[config.mk]
export PLATFORM = sky130hd
export DESIGN_NAME = multicycle_control_flat
export DESIGN_NICKNAME = d
export VERILOG_FILES = /design/src/rtl/ctrl_pkg.sv /design/src/rtl/multicycle_control_if.sv /design/src/rtl/main_decoder.sv /design/src/rtl/multicycle_control.sv /design/src/flat_wrapper.sv
export SDC_FILE = /design/constraint.sdc
export NUM_CORES = 1
export LEC_CHECK = 0
export CORE_ASPECT_RATIO = 1.1
export CORE_MARGIN = 4
export CORE_UTILIZATION = 40
export DETAILED_ROUTE_END_ITERATION = 7
export GPL_ROUTABILITY_DRIVEN = 0
export GPL_TIMING_DRIVEN = 0
export PLACE_DENSITY = 0.66
export SYNTH_ARGS = -nofsm -noshare
export SYNTH_HDL_FRONTEND = slang
export SYNTH_HIERARCHICAL = 1
export SYNTH_SLANG_ARGS = --single-unit
[constraint.sdc]
create_clock -name clk_i -period 6 [get_ports clk_i]
set_input_delay 1.2 -clock clk_i [delete_from_list [all_inputs] [get_ports clk_i]]
set_output_delay 1.2 -clock clk_i [all_outputs]
set_load 0.02 [all_outputs]
[src/rtl/ctrl_pkg.sv]
// Shared definitions for the multicycle control unit: opcodes, ALUOp encodings,
// FSM states and the decoded instruction class.
package ctrl_pkg;

  localparam logic [6:0] OpR   = 7'b0110011;
  localparam logic [6:0] OpI   = 7'b0010011;
  localparam logic [6:0] OpLw  = 7'b0000011;
  localparam logic [6:0] OpSw  = 7'b0100011;
  localparam logic [6:0] OpBeq = 7'b1100011;

  localparam logic [1:0] AluOpR    = 2'b00;
  localparam logic [1:0] AluOpI    = 2'b01;
  localparam logic [1:0] AluOpAddr = 2'b10;
  localparam logic [1:0] AluOpBr   = 2'b11;

  localparam int unsigned DefaultTimeout = 15;

  typedef enum logic [2:0] {
    StIdle,
    StFetch,
    StDecode,
    StExec,
    StMem,
    StWb
  } state_e;

  typedef enum logic [2:0] {
    ClsR,
    ClsI,
    ClsLw,
    ClsSw,
    ClsBeq,
    ClsIllegal
  } op_class_e;

endpackage

[src/rtl/multicycle_control_if.sv]
// Handshake and control-strobe bundle between the controller and its datapath.
interface multicycle_control_if;
  logic        start_i;
  logic [6:0]  Op_i;
  logic        mem_ack_i;
  logic [1:0]  ALUOp_o;
  logic        ALUSrc_o;
  logic        RegWrite_o;
  logic        MemToReg_o;
  logic        MemRead_o;
  logic        MemWrite_o;
  logic        Branch_o;
  logic        PCWrite_o;
  logic        IRWrite_o;
  logic        illegal_o;
  logic        err_o;
  logic        busy_o;
  logic [15:0] retired_o;

  modport slave (
    input  start_i, Op_i, mem_ack_i,
    output ALUOp_o, ALUSrc_o, RegWrite_o, MemToReg_o, MemRead_o, MemWrite_o,
           Branch_o, PCWrite_o, IRWrite_o, illegal_o, err_o, busy_o, retired_o
  );

  modport master (
    output start_i, Op_i, mem_ack_i,
    input  ALUOp_o, ALUSrc_o, RegWrite_o, MemToReg_o, MemRead_o, MemWrite_o,
           Branch_o, PCWrite_o, IRWrite_o, illegal_o, err_o, busy_o, retired_o
  );
endinterface

[src/rtl/main_decoder.sv]
// Combinational opcode decoder: instruction class, ALU operation, operand-B
// select and legality.
module main_decoder
  import ctrl_pkg::*;
(
  input  logic [6:0] op_i,
  output op_class_e  class_o,
  output logic [1:0] alu_op_o,
  output logic       alu_src_o,
  output logic       legal_o
);

  always_comb begin
    class_o   = ClsIllegal;
    alu_op_o  = AluOpR;
    alu_src_o = 1'b0;
    legal_o   = 1'b1;
    case (op_i)
      OpR: class_o = ClsR;
      OpI: begin
        class_o   = ClsI;
        alu_op_o  = AluOpI;
        alu_src_o = 1'b1;
      end
      OpLw: begin
        class_o   = ClsLw;
        alu_op_o  = AluOpAddr;
        alu_src_o = 1'b1;
      end
      OpSw: begin
        class_o   = ClsSw;
        alu_op_o  = AluOpAddr;
        alu_src_o = 1'b1;
      end
      OpBeq: begin
        class_o  = ClsBeq;
        alu_op_o = AluOpBr;
      end
      default: legal_o = 1'b0;
    endcase
  end

endmodule

[src/rtl/multicycle_control.sv]
// Multicycle CPU controller: FETCH/DECODE/EXEC/MEM/WB sequencing with a bounded
// memory wait, sticky timeout error and a retired-instruction counter.
module multicycle_control
  import ctrl_pkg::*;
#(
  parameter int unsigned TIMEOUT = DefaultTimeout
) (
  input logic                 clk_i,
  input logic                 rst_i,
  multicycle_control_if.slave bus
);

  localparam int unsigned CntW = (TIMEOUT > 1) ? $clog2(TIMEOUT) : 1;
  localparam logic [CntW-1:0] CntLast = CntW'(TIMEOUT - 1);

  state_e          state_q, state_d;
  logic [6:0]      op_q, op_d;
  logic [CntW-1:0] cnt_q, cnt_d;
  logic            err_q, err_d;
  logic [15:0]     retired_q, retired_d;
  logic            retire;
  state_e          exit_st;

  logic [6:0]  dec_op;
  op_class_e   dec_class;
  logic [1:0]  dec_alu_op;
  logic        dec_alu_src;
  logic        dec_legal;

  // The opcode is only valid on Op_i during DECODE; later states use the latched copy.
  assign dec_op = (state_q == StDecode) ? bus.Op_i : op_q;

  main_decoder u_main_decoder (
    .op_i      (dec_op),
    .class_o   (dec_class),
    .alu_op_o  (dec_alu_op),
    .alu_src_o (dec_alu_src),
    .legal_o   (dec_legal)
  );

  always_comb begin
    state_d   = state_q;
    op_d      = op_q;
    cnt_d     = cnt_q;
    err_d     = err_q;
    retired_d = retired_q;
    retire    = 1'b0;
    exit_st   = bus.start_i ? StFetch : StIdle;
    case (state_q)
      StIdle:   if (bus.start_i) state_d = StFetch;
      StFetch:  state_d = StDecode;
      StDecode: begin
        op_d    = bus.Op_i;
        state_d = dec_legal ? StExec : exit_st;
      end
      StExec: begin
        cnt_d = '0;
        case (dec_class)
          ClsR, ClsI:   state_d = StWb;
          ClsLw, ClsSw: state_d = StMem;
          ClsBeq: begin
            retire  = 1'b1;
            state_d = exit_st;
          end
          default:      state_d = exit_st;
        endcase
      end
      StMem: begin
        // An ack on the final allowed cycle still wins over the timeout.
        if (bus.mem_ack_i) begin
          if (dec_class == ClsLw) begin
            state_d = StWb;
          end else begin
            retire  = 1'b1;
            state_d = exit_st;
          end
        end else if (cnt_q == CntLast) begin
          err_d   = 1'b1;
          state_d = StIdle;
        end else begin
          cnt_d = cnt_q + CntW'(1);
        end
      end
      StWb: begin
        retire  = 1'b1;
        state_d = exit_st;
      end
      default: state_d = StIdle;
    endcase
    if (retire) retired_d = retired_q + 16'd1;
  end

  always_ff @(posedge clk_i) begin
    if (rst_i) begin
      state_q   <= StIdle;
      op_q      <= '0;
      cnt_q     <= '0;
      err_q     <= 1'b0;
      retired_q <= '0;
    end else begin
      state_q   <= state_d;
      op_q      <= op_d;
      cnt_q     <= cnt_d;
      err_q     <= err_d;
      retired_q <= retired_d;
    end
  end

  logic [1:0] alu_op;
  logic       alu_src, reg_write, mem_to_reg, mem_read, mem_write;
  logic       branch, pc_write, ir_write, illegal;

  always_comb begin
    alu_op     = AluOpR;
    alu_src    = 1'b0;
    reg_write  = 1'b0;
    mem_to_reg = 1'b0;
    mem_read   = 1'b0;
    mem_write  = 1'b0;
    branch     = 1'b0;
    pc_write   = 1'b0;
    ir_write   = 1'b0;
    illegal    = 1'b0;
    case (state_q)
      StFetch: begin
        ir_write = 1'b1;
        pc_write = 1'b1;
      end
      StDecode: illegal = ~dec_legal;
      StExec: begin
        alu_op  = dec_alu_op;
        alu_src = dec_alu_src;
        branch  = (dec_class == ClsBeq);
      end
      StMem: begin
        alu_op    = AluOpAddr;
        alu_src   = 1'b1;
        mem_read  = (dec_class == ClsLw);
        mem_write = (dec_class == ClsSw);
      end
      StWb: begin
        reg_write  = 1'b1;
        mem_to_reg = (dec_class == ClsLw);
      end
      default: ;
    endcase
  end

  assign bus.ALUOp_o    = alu_op;
  assign bus.ALUSrc_o   = alu_src;
  assign bus.RegWrite_o = reg_write;
  assign bus.MemToReg_o = mem_to_reg;
  assign bus.MemRead_o  = mem_read;
  assign bus.MemWrite_o = mem_write;
  assign bus.Branch_o   = branch;
  assign bus.PCWrite_o  = pc_write;
  assign bus.IRWrite_o  = ir_write;
  assign bus.illegal_o  = illegal;
  assign bus.err_o      = err_q;
  assign bus.busy_o     = (state_q != StIdle);
  assign bus.retired_o  = retired_q;

endmodule

[src/flat_wrapper.sv]
// flat-port wrapper written by rule: the top's interface ports become plain ports
module multicycle_control_flat import ctrl_pkg::*;
#(
  parameter int unsigned TIMEOUT = DefaultTimeout
)
  (clk_i, rst_i, bus_start_i, bus_Op_i, bus_mem_ack_i, bus_ALUOp_o, bus_ALUSrc_o, bus_RegWrite_o, bus_MemToReg_o, bus_MemRead_o, bus_MemWrite_o, bus_Branch_o, bus_PCWrite_o, bus_IRWrite_o, bus_illegal_o, bus_err_o, bus_busy_o, bus_retired_o);
  multicycle_control_if bus_i ();
  input logic clk_i;
  input logic rst_i;
  input wire logic [$bits(bus_i.start_i)-1:0] bus_start_i;
  input wire logic [$bits(bus_i.Op_i)-1:0] bus_Op_i;
  input wire logic [$bits(bus_i.mem_ack_i)-1:0] bus_mem_ack_i;
  output wire logic [$bits(bus_i.ALUOp_o)-1:0] bus_ALUOp_o;
  output wire logic [$bits(bus_i.ALUSrc_o)-1:0] bus_ALUSrc_o;
  output wire logic [$bits(bus_i.RegWrite_o)-1:0] bus_RegWrite_o;
  output wire logic [$bits(bus_i.MemToReg_o)-1:0] bus_MemToReg_o;
  output wire logic [$bits(bus_i.MemRead_o)-1:0] bus_MemRead_o;
  output wire logic [$bits(bus_i.MemWrite_o)-1:0] bus_MemWrite_o;
  output wire logic [$bits(bus_i.Branch_o)-1:0] bus_Branch_o;
  output wire logic [$bits(bus_i.PCWrite_o)-1:0] bus_PCWrite_o;
  output wire logic [$bits(bus_i.IRWrite_o)-1:0] bus_IRWrite_o;
  output wire logic [$bits(bus_i.illegal_o)-1:0] bus_illegal_o;
  output wire logic [$bits(bus_i.err_o)-1:0] bus_err_o;
  output wire logic [$bits(bus_i.busy_o)-1:0] bus_busy_o;
  output wire logic [$bits(bus_i.retired_o)-1:0] bus_retired_o;
  assign bus_i.start_i = bus_start_i;
  assign bus_i.Op_i = bus_Op_i;
  assign bus_i.mem_ack_i = bus_mem_ack_i;
  assign bus_ALUOp_o = bus_i.ALUOp_o;
  assign bus_ALUSrc_o = bus_i.ALUSrc_o;
  assign bus_RegWrite_o = bus_i.RegWrite_o;
  assign bus_MemToReg_o = bus_i.MemToReg_o;
  assign bus_MemRead_o = bus_i.MemRead_o;
  assign bus_MemWrite_o = bus_i.MemWrite_o;
  assign bus_Branch_o = bus_i.Branch_o;
  assign bus_PCWrite_o = bus_i.PCWrite_o;
  assign bus_IRWrite_o = bus_i.IRWrite_o;
  assign bus_illegal_o = bus_i.illegal_o;
  assign bus_err_o = bus_i.err_o;
  assign bus_busy_o = bus_i.busy_o;
  assign bus_retired_o = bus_i.retired_o;
  multicycle_control #(.TIMEOUT(TIMEOUT)) u_core (.clk_i(clk_i), .rst_i(rst_i), .bus(bus_i));
endmodule
======== After elaboration in Yosys (flattened, before gate mapping) ========
Index checks and enable logic that the tools add are counted.
storage, ports and cells
  register bits ........................... 31
  input bits .............................. 11
  output and inout bits ................... 29
operators by class
  add/sub/neg operators ................... 2
  eq/ne operators ......................... 19
  multiplexer cells ....................... 29
  bitwise operators ....................... 2
  reduce and logical (&&, ||, !) cells .... 12
operators by type and width
  cell                   count
  $pmux 3 s6             1
  $add 16x1->16 const B  1
  $mux 3                 5
  $pmux 3 s5             1
  $eq 7x6->1 const B     2
  $mux 1                 13
  $eq 3x2->1 const B     4
  $eq 3x3->1 const B     3
  $mux 4                 2
  $pmux 4 s2             1
  $eq 7x2->1 const B     1
  $eq 7x5->1 const B     1
  $eq 7x7->1 const B     1
  $mux 7                 1
  $eq 3x1->1 const B     2
  $logic_not 3->1        2
  $ne 2x2->1 const B     3
  $pmux 2 s3             1
  $pmux 3 s2             1
  $reduce_and 3->1       2
  $reduce_or 2->1        3
  $reduce_or 5->1        1
  $add 4x1->4 const B    1
  $eq 4x4->1 const B     1
  other kinds (9)        10

======== Logic depth before layout (Yosys ltp) ========
Gate-level depths: netlist of the first run.
  depth in word-level cells ............... 8
  gate-level depth with buffers ........... 14

======== By module ========
Netlist of the first run, hierarchy kept.
modules (own cells, without submodules)
  module              times used  cells each  area an instance (um2)  sequential area each (um2)
  multicycle_control  1           187         1621.6                  620.6
  main_decoder        1           16          118.9                   0.0

======== Worst setup path after synthesis of the first run ========
OpenSTA, ideal clock, no wires.
  path kind ............................... input port to output port
  start point ............................. in bus_Op_i[2]
  end point ............................... out bus_MemRead_o
  arrival ................................. 2.944 ns
  data required time ...................... 4.800 ns
  slack ................................... 1.856 ns
  stages on the path ...................... 6
  buffers on the path ..................... 0
  path through ............................ mux2_2 nand4bb_4 or2_4 nor2_1 or3b_2 nor2_1
on the way
  longest elaborated chain between the ends .. 5
  elaborated cells between the ends (all ways) .. 9
  classes of those cells .................. 6 x eq/ne; 3 x mux
ends and longest elaborated chain
  what                                RTL line                   source
  start: declaration                  flat_wrapper.sv:11         input wire logic [$bits(bus_i.Op_i)-1:0] bus_Op_i;
  $mux 7 (*)                          multicycle_control.sv:31   assign dec_op = (state_q == StDecode) ? bus.Op_i : op_q;
  $eq 7x7->1 (tied with other cells)  main_decoder.sv:18         case (op_i)
  $pmux 3 s5 (*)                      main_decoder.sv:18
  named net u_core.dec_class[2]       multicycle_control.sv:25   op_class_e dec_class;
  $eq 3x2->1 (*)                      multicycle_control.sv:138  mem_read = (dec_class == ClsLw);
  $mux 1 (*)                          multicycle_control.sv:124  case (state_q)
  end: declaration                    flat_wrapper.sv:17         output wire logic [$bits(bus_i.MemRead_o)-1:0] bus_MemRead_o;
The timed path passes the listed nets; every way through them passes the cells marked *.

======== Worst setup path after layout of the first run ========
  start point ............................. in bus_Op_i[2]
  end point ............................... out bus_MemRead_o
on the way
  longest elaborated chain between the ends .. 5
  elaborated cells between the ends (all ways) .. 9
  classes of those cells .................. 6 x eq/ne; 3 x mux
ends and longest elaborated chain
  what                                RTL line                   source
  $mux 7 (*)                          multicycle_control.sv:31
  named net u_core.dec_op[2]          multicycle_control.sv:24   logic [6:0] dec_op;
  $eq 7x7->1 (tied with other cells)  main_decoder.sv:18
  $pmux 3 s5 (*)                      main_decoder.sv:18
  named net u_core.dec_class[2]       multicycle_control.sv:25
  $eq 3x2->1 (*)                      multicycle_control.sv:138
  $mux 1 (*)                          multicycle_control.sv:124
Marks and branches as above.

==> metrics.yaml, run 1 <==
syn-cell-area_sq_um: 1740
die-area_sq_um: 5470
min_path_cells: 2
port_buffers: 39
slowest_stage: "clkdlybuf4s50_1"
drtIter0Drc: 50
path_cells: "clkdlybuf4s50_1 -> mux2_2 -> nand4bb_4 -> or2_4 -> nor2_1 -> or3b_2 -> nor2_1 -> clkdlybuf4s50_1"
min-delay-start: "u_core/bus.retired_o[15]$_SDFFE_PP0P_"
multi_input_area_sq_um: 1040
grt_max_degree: 11
swShare: 0.224
internal-power_uw: 369
cp-start-kind: "input port"
holdPathEnd: "u_core/bus.retired_o[15]$_SDFFE_PP0P_"
ys_ff_latch: 31
worstSkewPairLatency_ps: 280
grt_overflow_total: 0
async_reset_ff_frac: 0
synthTopCellsByArea: "dfxtp_1 36%, xor2_1 5.5%, nor2_1 4.7%"
power.total_uw: 476
drc: 0
hpwl_um: 2950
synth_commonest_cells: "31 x dfxtp_1, 22 x nor2_1, 13 x o21ai_0, 12 x a21oi_1"
fp-row-count: 24
cts_tree: "done"
die_h_um: 77.2
finalSetupViolCount: 0
rsz0062_at_grt: "false"
cap_violations: 0
fmax_mhz: 193
slew_headroom: 0.655
hp-class: "reg2reg"
antenna_found_initial: 0
cts_hold_buffers: 0
cts.sinks: 31
grt_pass1_vias: 1495
reg2regPathDepth: 14
nets: 263
fin_tns_setup_ps: 0
crit_family: "simple AND/OR/NAND/NOR gates"
r2r_end: "u_core/bus.retired_o[0]$_SDFFE_PP0P_"
synth_area_per_cell_sq_um: 8.57
grt_pass1_wl_um: 6780
postRouteAntennaNets: 0
viasPerCell: 5.11
yosys_warnings: 6
firstDrtPassIters: 4
cts-root-buf: "clkbuf_8"
timing.final.crit_share: 0.864
drive_above_1_share: 0.152
fin_crit_ps: 5180
vias: 1543
critPathRequiredTime_ps: 4800
netSwitchingPower_uw: 107
status: "finished, final reports clean"
synth_fp_nets: 217
cts_setup_buffers: 0
design_area_sq_um: 2310
diodes: 0
worst_hold_slack_ps: 487
synth_top_area_share: 0.357
crit_path_max_fanout: 8
coreArea_sq_um: 4080
placed_area_sq_um: 2200
yosysTopAreaCell: "dfxtp_1"
cts_max_path_buffers: 2
seq_power_share: 0.442
h-tree-depth: 2
cts.clk_slew.worst_paths_ps: 70
worst_slew_pin_slew_ps: 517
maxSlewViolCount: 0
slowest_delay_ps: 630
r2r-start: "u_core/state_q[1]$_SDFFE_PP0P_"
synth.most_common_cell: "dfxtp_1"
seq_area_sq_um: 621
n_fill_cell: 404
cts-resized-gates: 0
cts_made_buffers: 5
synth.distinct_cells: 44
start_util: 0.426
cp_num_buf_inv: 2
yosysSeqAreaShare: 0.357
skew_ps: 3.58
ir_drop_mv: 0.120
post_drt_wl_per_cell_um: 13.1
critPathKind: "in2out"
grtUsageTotal: 0.151
final-hold-violation-count: 0
pwr-share-clk: 0.447
synthFlopType: "dfxtp_1"
cp-end-kind: "output pin"
wirelength_um: 3970
io_pins: 40
final_cells: 302
syn_to_final_growth_pct: 32.9
crit_arrival_ps: 3980
share_comb_of_total_power: 0.111
placed_cells: 294
synth-edff-count: 0
leakagePower_nw: 0.859
powerDensity_nw_per_um2: 206
r2r_slack_ps: 2170
synthCells: 203
die_w_um: 70.9
stage by stage:
step | setup slack [ps] | util
6_report | 818 | 0.566
5_1_grt | 697 | 0.566
4_1_cts | 810 | 0.566
3_5_place_dp | 828 | 0.538
3_3_place_gp | 830 | 0.538
2_1_floorplan | 1860 | -
worst register-to-register path, cell delays in order, from the launching register on:
cell       delay, ps
dfxtp_1          320
buf_2            190
nor3b_1          300
buf_2            300
mux2_2           370
nand4bb_4        260
or2_4            290
nor2_1           210
or3b_2           530
and3_1           200
buf_2            180
nor2_4           190
buf_6            160
xor2_1           140
nor2_1            50
worst max path at each step:
stage	startpoint	to	slack (ps)	cells after the start
finish	bus_Op_i[2]	bus_MemRead_o	820	8
global route	u_core/state_q[1]$_SDFFE_PP0P_	bus_MemRead_o	700	10
CTS	bus_Op_i[2]	bus_MemRead_o	810	8
detailed placement	bus_Op_i[2]	bus_MemRead_o	830	8
global placement	bus_Op_i[2]	bus_MemRead_o	830	8
floorplan	bus_Op_i[2]	bus_MemRead_o	1860	6
per-layer routing:
metal | part of all wire | wire length (um) | GRT usage
met5 | 0 | 0 | 0
met3 | 0.069 | 275 | 0.0444
met2 | 0.48 | 1890 | 0.253
met4 | 0.019 | 77 | 0.0564
met1 | 0.44 | 1730 | 0.179
placed cells by master, fill, tap and decap left out, types with 2 or more instances in the layout:
| master | Yosys | final |
|---|---|---|
| or3_2 | 6 | 6 |
| ha_1 | 3 | 3 |
| nor3b_1 | 2 | 2 |
| a21oi_1 | 12 | 12 |
| nor2_1 | 22 | 22 |
| or3_1 | 2 | 2 |
| dfxtp_1 | 31 | 31 |
| a211oi_1 | 2 | 2 |
| and2_1 | 2 | 2 |
| nand3_1 | 5 | 5 |
| inv_1 | 3 | 3 |
| nand3b_1 | 5 | 5 |
| o2111ai_1 | 3 | 3 |
| mux2_2 | 7 | 7 |
| nor3_1 | 5 | 5 |
| xor2_1 | 11 | 11 |
| and4_1 | 2 | 2 |
| o211ai_1 | 3 | 3 |
| clkdlybuf4s50_1 | 0 | 39 |
| o21ai_0 | 13 | 13 |
| clkbuf_8 | 0 | 6 |
| nand4_1 | 5 | 5 |
| clkbuf_1 | 6 | 6 |
| buf_2 | 5 | 5 |
| nand2b_1 | 3 | 3 |
| and3_1 | 5 | 5 |
| nor2b_1 | 11 | 11 |
| nand2_1 | 11 | 11 |
sequential cells by signal (all words and copies together), names as in the netlist:
signal                count
u_core/bus.retired_o     16
u_core/state_q            3
u_core/cnt_q              4
u_core/op_q               7
u_core/bus.err_o          1
cells by family (layout without fill, tap and decap cells):
family | Yosys count | count (layout) | synth area share
AO/OA/AOI/OAI | 38 | 38 | 0.136
XOR/XNOR | 11 | 11 | 0.0554
adder cells (fa/ha/maj) | 3 | 3 | 0.0216
buffers and inverters | 17 | 64 | 0.0474
flip-flops | 31 | 31 | 0.357
multiplexers | 8 | 8 | 0.0510
AND/OR/NAND/NOR | 95 | 95 | 0.332
power groups by stage:
stage	Clock, mW	Sequential [mW]	Combinational (mW)
2_1_floorplan	0	0.215	0.0331
6_report	0.213	0.210	0.0528
4_1_cts	0.218	0.210	0.0533
5_1_grt	0.227	0.210	0.0578
3_5_place_dp	0	0.215	0.0531
3_3_place_gp	0	0.215	0.0527
final cells by class:
class / instances / share of cell area
buffer: 14 / 0.0308
clock buffer: 6 / 0.0357
clock inverter: 2 / 0.0151
inverter: 3 / 0.00487
multi-input combinational: 155 / 0.448
sequential: 31 / 0.268
tap: 52 / 0.0281
timing repair buffer: 39 / 0.169
(Power assumes the default switching activity.)
==> inputs of run 2 (changes only) <==
--- a/config.mk
+++ b/config.mk
@@ -12,6 +12,7 @@
 export GPL_ROUTABILITY_DRIVEN = 0
 export GPL_TIMING_DRIVEN = 0
 export PLACE_DENSITY = 0.66
+export SKIP_CTS_REPAIR_TIMING = 1
 export SYNTH_ARGS = -nofsm -noshare
 export SYNTH_HDL_FRONTEND = slang
 export SYNTH_HIERARCHICAL = 1
==> results of run 2 <==
Same layout as run 1: the final DEF is identical, and so are final timing and power.
==> inputs of run 3 (changes only) <==
--- a/config.mk
+++ b/config.mk
@@ -5,6 +5,7 @@
 export SDC_FILE = /design/constraint.sdc
 export NUM_CORES = 1
 export LEC_CHECK = 0
+export ABC_CLOCK_PERIOD_IN_PS = 6000
 export CORE_ASPECT_RATIO = 1.1
 export CORE_MARGIN = 4
 export CORE_UTILIZATION = 40
==> results of run 3 <==
Same layout as run 1: the final DEF is identical, and so are final timing and power.
==> edit, RTL diff (settings of run 1) <==
The 6 states of `state_e` get a one-hot encoding in 6 bits.
--- a/src/rtl/ctrl_pkg.sv
+++ b/src/rtl/ctrl_pkg.sv
@@ -15,13 +15,13 @@
 
   localparam int unsigned DefaultTimeout = 15;
 
-  typedef enum logic [2:0] {
-    StIdle,
-    StFetch,
-    StDecode,
-    StExec,
-    StMem,
-    StWb
+  typedef enum logic [5:0] {
+    StIdle   = 6'b000001,
+    StFetch  = 6'b000010,
+    StDecode = 6'b000100,
+    StExec   = 6'b001000,
+    StMem    = 6'b010000,
+    StWb     = 6'b100000
   } state_e;
 
   typedef enum logic [2:0] {
Behaviour: same outputs for any inputs over 10 cycles, from zero or initial values and one cycle with rst_i high; not proved beyond that.
==> edit against run 1 <==
- first-iteration DRC count is 44% higher
- synthesized area grew 6.6%
- worst hold slack got worse by 0.0017 ns
- setup slack better by 0.14 ns
- critical path type unchanged
- fmax increased by 2.8%
- register-to-register slack worse by 0.19 ns
- design area increased by 3.9%
- wire length grew 4.5%
- final cell count grew 6.3%
- sequential share of layout area is 1.5 points higher
- critical path depth stayed put
- sequential cell count grew 3
- clock skew fell by 0.00059 ns
- total power fell by 3.5%
==> edit: results (changes against run 1) <==
Comb pwr share: 0.109 (was 0.111)
Pint: 0.346 mW (was 0.369 mW)
first-pass GRT wire length: 7390 µm (was 6780 µm)
Layout fillers: 435 (was 404)
FF-to-FF End: u_core/bus.retired_o[13] (was u_core/bus.retired_o[0])
Final nets: 280 (was 263)
Synth top cells by count: dfxtp_1, nand2_1, a21oi_1, nor2_1, o21ai_0 (was dfxtp_1, nor2_1, o21ai_0, a21oi_1)
vias in the first global route: 1600 (was 1495)
share of layout cells above drive strength 1: 0.0936 (was 0.152)
inverters: 11 (was 3)
Signal buffers: 46 (was 53)
hold slack: 0.485 ns (was 0.487 ns)
multi-input gates: 168 (was 155)
LEAKAGE: 0.886 nW (was 0.859 nW)
cells on worst reg2reg path: 12 (was 14)
GR met1 Demand/Resource: 0.208 (was 0.179)
met3 usage: 0.0302 (was 0.0444)
clk cell area share: 0.0380 (was 0.0508)
fraction of area in multi-input gates: 0.455 (was 0.448)
outcome: finished, final reports clean (unchanged)
Vias per Instance: 5.35 (was 5.11)
Synth Net Count: 234 (was 217)
reg-to-reg startpoint: u_core/state_q[4] (was u_core/state_q[1])
Peak VDD IR: 0.0830 mV (was 0.120 mV)
Seq/Total Area, Yosys: 0.367 (was 0.357)
CTS sink cnt: 34 (was 31)
met3 routed WL: 151 µm (was 275 µm)
fraction of area in registers: 0.283 (was 0.268)
Layout non-clock buf frac: 0.178 (was 0.200)
Max Clock Skew: 0.00299 ns (was 0.00358 ns)
sequential share of power: 0.513 (was 0.442)
Met1 Routed Length: 1910 µm (was 1730 µm)
count of unique library cells instantiated by Yosys: 49 (was 44)
Synth area leaders: dfxtp_1, a21oi_1, mux2_2 (was dfxtp_1, xor2_1, nor2_1)
initial DRC count: 72 (was 50)
CP max FO: 7 (was 8)
Worst-Margin Slew: 0.559 ns (was 0.517 ns)
[edit: cell count changes after synthesis, sizes merged, moves of 4 or more]
| cell | delta |
|---|---|
| buf | -4 |
| a21oi | +4 |
| nor2 | -8 |
| nand2 | +7 |
| nand3 | +5 |
| nor4 | +4 |
| xor2 | -7 |
| inv | +7 |
[edit: kinds of logic after synthesis]
| kind of cell | count (synthesis) | share of synthesized area |
|---|---|---|
| AOI/OAI and AO/OA | 47 | 0.151 |
| muxes | 10 | 0.0587 |
| DFF | 34 | 0.367 |
| buffers and inverters | 18 | 0.0432 |
| adders and majority gates | 3 | 0.0202 |
| and+or+nand+nor | 101 | 0.327 |
| xor gates and xnor gates | 7 | 0.0330 |
[edit: worst max-delay path: cells and delay by family]
| family | cells | cell delay, ns |
|---|---|---|
| and+or+nand+nor | 5 | 1.37 |
| buffers and inverters | 2 | 1.01 |
| muxes | 1 | 0.26 |
[edit: worst max-delay path by stage]
stage / from / end / slack (ns) / depth (start not counted)
final: bus_Op_i[2] / bus_MemToReg_o / 0.96 / 8
after detailed placement: bus_Op_i[2] / bus_MemRead_o / 0.94 / 8
after CTS: bus_Op_i[2] / bus_MemToReg_o / 0.93 / 8
after floorplan: bus_Op_i[2] / bus_MemRead_o / 1.91 / 6
after global placement: bus_Op_i[2] / bus_MemToReg_o / 0.94 / 8
after global routing: u_core/state_q[4] / bus_MemToReg_o / 0.70 / 9
[edit: stage by stage]
stage          worst slack [ns]  utilization  instance area (µm²)  std cells
5_1_grt                   0.697        0.549                 2400        321
3_5_place_dp              0.941        0.528                 2310        313
3_3_place_gp              0.937        0.528                 2310        313
6_report                  0.957        0.549                 2400        321
4_1_cts                   0.930        0.549                 2400        321
2_1_floorplan              1.91            -                 1860        220
